`config.mk`:
```
export PLATFORM = sky130hd
export DESIGN_NAME = wishbone_master
export DESIGN_NICKNAME = d
export VERILOG_FILES = /design/src/rtl/wishbone_master.sv
export SDC_FILE = /design/constraint.sdc
export NUM_CORES = 1
export LEC_CHECK = 0
export BUFFER_PORTS_ARGS = -buffer_cell sky130_fd_sc_hd__buf_4
export CAP_MARGIN = 20
export CORE_UTILIZATION = 47
export DETAILED_ROUTE_END_ITERATION = 12
export PLACE_DENSITY = 0.87
export SLEW_MARGIN = 25
export SYNTH_ARGS = -nofsm -noshare
export SYNTH_HDL_FRONTEND = slang
export SYNTH_SLANG_ARGS = --single-unit
```
`constraint.sdc`:
```
create_clock -name clk_i -period 2.25 [get_ports clk_i]
set_input_delay 0.5625 -clock clk_i [delete_from_list [all_inputs] [get_ports clk_i]]
set_output_delay 0.5625 -clock clk_i [all_outputs]
set_load 0.01 [all_outputs]
```
`src/rtl/wishbone_master.sv`:
```
// Single-outstanding Wishbone B4 pipelined master: one core request at a time,
// finished by a one-cycle response pulse carrying either ACK data or a timeout abort.
module wishbone_master #(
  parameter int unsigned TIMEOUT_CYCLES = 256
) (
  input  logic        clk_i,
  input  logic        rst_i,
  input  logic        req_valid_i,
  output logic        req_ready_o,
  input  logic        req_we_i,
  input  logic [31:0] req_adr_i,
  input  logic [31:0] req_dat_i,
  input  logic [3:0]  req_sel_i,
  output logic        rsp_valid_o,
  output logic [31:0] rsp_dat_o,
  output logic        rsp_timeout_o,
  output logic [31:0] wb_adr_o,
  output logic [31:0] wb_dat_o,
  input  logic [31:0] wb_dat_i,
  output logic        wb_we_o,
  output logic [3:0]  wb_sel_o,
  output logic        wb_stb_o,
  output logic        wb_cyc_o,
  input  logic        wb_stall_i,
  input  logic        wb_ack_i
);

  typedef enum logic [1:0] {
    IDLE     = 2'd0,
    REQUEST  = 2'd1,
    WAIT_ACK = 2'd2
  } state_t;

  localparam bit          TO_EN   = (TIMEOUT_CYCLES != 0);
  localparam logic [15:0] TO_LAST = 16'(TIMEOUT_CYCLES - 1);

  state_t      state;
  logic [15:0] to_cnt;
  logic        stb_taken;
  logic        done;
  logic        expire;

  // An ack only counts once the strobe has actually been accepted; an ack
  // under stall is a slave protocol error and is dropped.
  assign stb_taken = (state == REQUEST) && !wb_stall_i;
  assign done      = (stb_taken && wb_ack_i) || ((state == WAIT_ACK) && wb_ack_i);
  assign expire    = TO_EN && (to_cnt == TO_LAST);

  always_ff @(posedge clk_i) begin
    if (rst_i) begin
      state         <= IDLE;
      to_cnt        <= '0;
      req_ready_o   <= 1'b0;
      rsp_valid_o   <= 1'b0;
      rsp_dat_o     <= '0;
      rsp_timeout_o <= 1'b0;
      wb_adr_o      <= '0;
      wb_dat_o      <= '0;
      wb_we_o       <= 1'b0;
      wb_sel_o      <= '0;
      wb_stb_o      <= 1'b0;
      wb_cyc_o      <= 1'b0;
    end else begin
      rsp_valid_o <= 1'b0;
      unique case (state)
        IDLE: begin
          req_ready_o <= 1'b1;
          if (req_valid_i && req_ready_o) begin
            wb_adr_o    <= req_adr_i;
            wb_dat_o    <= req_dat_i;
            wb_we_o     <= req_we_i;
            wb_sel_o    <= req_sel_i;
            wb_stb_o    <= 1'b1;
            wb_cyc_o    <= 1'b1;
            req_ready_o <= 1'b0;
            to_cnt      <= '0;
            state       <= REQUEST;
          end
        end
        REQUEST, WAIT_ACK: begin
          if (done) begin
            // Ready rises with the response so the next request can be
            // taken in the response cycle.
            rsp_valid_o   <= 1'b1;
            rsp_dat_o     <= wb_dat_i;
            rsp_timeout_o <= 1'b0;
            wb_stb_o      <= 1'b0;
            wb_cyc_o      <= 1'b0;
            req_ready_o   <= 1'b1;
            state         <= IDLE;
          end else if (expire) begin
            rsp_valid_o   <= 1'b1;
            rsp_dat_o     <= '0;
            rsp_timeout_o <= 1'b1;
            wb_stb_o      <= 1'b0;
            wb_cyc_o      <= 1'b0;
            req_ready_o   <= 1'b1;
            state         <= IDLE;
          end else begin
            to_cnt <= to_cnt + 16'd1;
            if (stb_taken) begin
              wb_stb_o <= 1'b0;
              state    <= WAIT_ACK;
            end
          end
        end
        default: begin
          wb_stb_o <= 1'b0;
          wb_cyc_o <= 1'b0;
          state    <= IDLE;
        end
      endcase
    end
  end

endmodule

```
==> impl_metrics.csv <==
group,metric,value,unit
outcome,status,"finished, final reports clean",
logic_synthesis,synthCells,535,
clock_network,clock-sinks,123,
finish,insertedDiodeCount,0,
logic_synthesis,yosys_warnings,0,
clock_network,cts_tree,"yes",
worst_setup_path,reg2reg_depth,6,
floorplanning,coreArea,0.009371,mm2
power_and_ir_drop,p_sw,1.351,mW
floorplanning,row_count,35,
worst_hold_path,hold_class,"primary input to register",
floorplanning,start_util,0.4936,
route,routedWlPerCell,15.19,um
power_and_ir_drop,p_leak,2.978,nW
route,initialDrtViolationCount,205,
sta,rsz0062_at_grt,"no",
sta,tightest_slew,552.8,ps
worst_setup_path,cp_max_fo,12,
route,vias,4679,
finish,n_fill_cell,727,
power_and_ir_drop,p_sw_frac,0.2420,
logic_synthesis,synth_nets,646,
worst_setup_path,crit_arrival,2520,ps
worst_hold_path,hold_depth,2,
route,wirelength,13390,um
route,via_per_inst,5.311,
clock_network,clk_pin_slew_worst_paths,60,ps
finish,final_common_cell,"buf_4",
power_and_ir_drop,power.share.sequential,0.417,
logic_synthesis,synth_cell_types,45,
sta,setup_ws,126.3,ps
global_route,grt_start_max_net_pins,58,
clock_network,insertion_delay,490,ps
global_route,overflow,0,
clock_network,numCtsBuffers,17,
floorplanning,die_y,101.2,um
clock_network,ctsRootBufferMaster,"clkbuf_8",
finish,syn_to_final_growth,49.36,%
sta,worst_clock_skew,9.288,ps
placed_design,port_buffers,211,
finish,nNetsFinal,850,
worst_setup_path,end_kind,"register",
floorplanning,die_w,101.2,um
clock_network,htreeDepth,4,
clock_network,cts_setup_buffers,0,
route,drc,0,
global_route,grt_pass1_wl,20650,um
floorplanning,die_area,0.01024,mm2
job,maxCapViolations,0,
sta,setup_viol,0,
sta,maxSlewHeadroom,0.6315,
global_route,grt_pass1_vias,4417,
placed_design,hpwlAfterDp,9519,um
finish,final_cell_mix,"222 x buf_4, 143 x nand2_1, 122 x dfxtp_1",
power_and_ir_drop,power_density,808.0,mW/mm2
sta,hold_viol_final,0,
route,first_pass_iters,4,
sta,final-max-slew-violation-count,0,
placed_design,dp_slack,110.2,ps
logic_synthesis,yosys_most_used_dff,"dfxtp_1",
clock_network,clock_path_buffers,2,
sta,max_freq,470.9,MHz
sta,finalSetupTns,0,ps
worst_setup_path,critPathKind,"register to register",
worst_setup_path,required,2650,ps
route,antenna_left,0,
power_and_ir_drop,total_power,5.582,mW
worst_setup_path,critPathLaunchType,"register",
power_and_ir_drop,clkPwrFrac,0.460,
global_route,grt_antenna_before_repair,0,
logic_synthesis,synth_area_per_cell,8.646,um2
sta,period_share,0.9439,
logic_synthesis,syn_area,0.004626,mm2
logic_synthesis,synth_edf_count,0,
logic_synthesis,ys_ff_latch,123,
global_route,track_usage,0.2575,
logic_synthesis,synth-seq-area-share,0.5323,
logic_synthesis,synth-async-reset-ratio,0,
placed_design,globalplace.congestion,0.8826,
finish,drive_gt1_frac,0.3564,
floorplanning,io_pins,212,
power_and_ir_drop,p_int,4.231,mW
sta,finalCriticalPeriod,2124,ps
power_and_ir_drop,combPwrFrac,0.123,
power_and_ir_drop,ir_worst_vdd,0.5410,mV
[critical path: stages, from the launching register on]
cell and delay [ps]:
dfxtp_1 380, inv_1 80, ha_1 290, inv_1 70
or3_4 450, or4_1 510, a221oi_2 240
[power groups by stage]
stage                     clock (mW)  sequential (mW)  combinational, mW
after global placement             0             2.37              0.670
final                           2.57             2.33              0.688
after CTS                       2.62             2.32              0.691
after floorplan                    0             2.41              0.278
after global routing            2.72             2.34              0.754
after detailed placement           0             2.37              0.687
[worst paths after layout]
| check | from | end | slack [ps] |
|---|---|---|---|
| worst max-delay path | state[1] | to_cnt[5] | 130 |
| worst min-delay path | wb_dat_i[17] | rsp_dat_o[17] | 280 |
| worst max register to register | state[1] | to_cnt[5] | 130 |
| worst min register to register | wb_sel_o[2] | wb_sel_o[2] | 450 |
[what timing repair did]
item / CTS / global route
gates resized for setup: 0 / 3
endpoints found under the setup margin: 0 / 3
hold buffers: 0 / 0
[state kept, by name, summed over array words and instances, names as in the netlist]
name           flops
state              2
wb_we_o            1
to_cnt            16
wb_dat_o          32
rsp_dat_o         32
wb_sel_o           4
rsp_timeout_o      1
rsp_valid_o        1
req_ready_o        1
wb_cyc_o           1
wb_adr_o          32
[routing by layer]
| layer | GRT usage | share of wire | vias up |
|---|---|---|---|
| met3 | 0.08420 | 0.078 | 18 |
| li1 | - | - | 2275 |
| met2 | 0.4605 | 0.51 | 210 |
| met1 | 0.2832 | 0.40 | 2176 |
| met5 | 0 | 0 | - |
| met4 | 0.09922 | 0.016 | 0 |
[layout make-up]
cell class,count,area (um2),share of cell area
Multi-Input combinational cell,364,1992,0.2883
Inverter,10,37.54,0.005433
Timing Repair Buffer,223,1687,0.2441
Sequential cell,123,2464,0.3566
Clock inverter,11,118.9,0.01720
Clock buffer,21,449.2,0.06501
Tap cell,129,161.4,0.02336
[kinds of logic (layout without fill, tap and decap cells)]
group	count (synthesis)	in the layout	share of synthesized area
simple gates	205	205	0.1945
compound gates	154	154	0.2172
flops	123	123	0.5323
buf+inv	48	265	0.04247
fa+ha+maj	5	5	0.01352
[synthesized netlist by cell type, drive strengths merged, types with 3 or more instances]
master	count	area, um2
dfxtp	123	2462
a21oi	84	420.4
nand3	14	70.07
nand2	143	536.8
or4	7	52.55
ha	5	62.56
buf	12	61.31
and2	3	18.77
clkbuf	26	97.59
a41oi	4	35.03
nor3	4	20.02
nand4	7	43.79
o21ai	9	52.55
a22o	32	280.3
inv	10	37.54
or2	3	18.77
nor2	13	48.80
o311ai	3	26.28
a31oi	4	25.02
[stage by stage]
step | instances | util | hold WS [ps] | area, um2
floorplan | 535 | - | 466.1 | 4626
global placement | 849 | 0.6754 | 442.5 | 6330
detailed placement | 849 | 0.6754 | 447.2 | 6330
CTS | 881 | 0.7360 | 261.2 | 6898
global route | 881 | 0.7373 | 255.2 | 6909
finish | 881 | 0.7373 | 284.2 | 6909
Note: power is estimated with default switching activity, not from simulation.
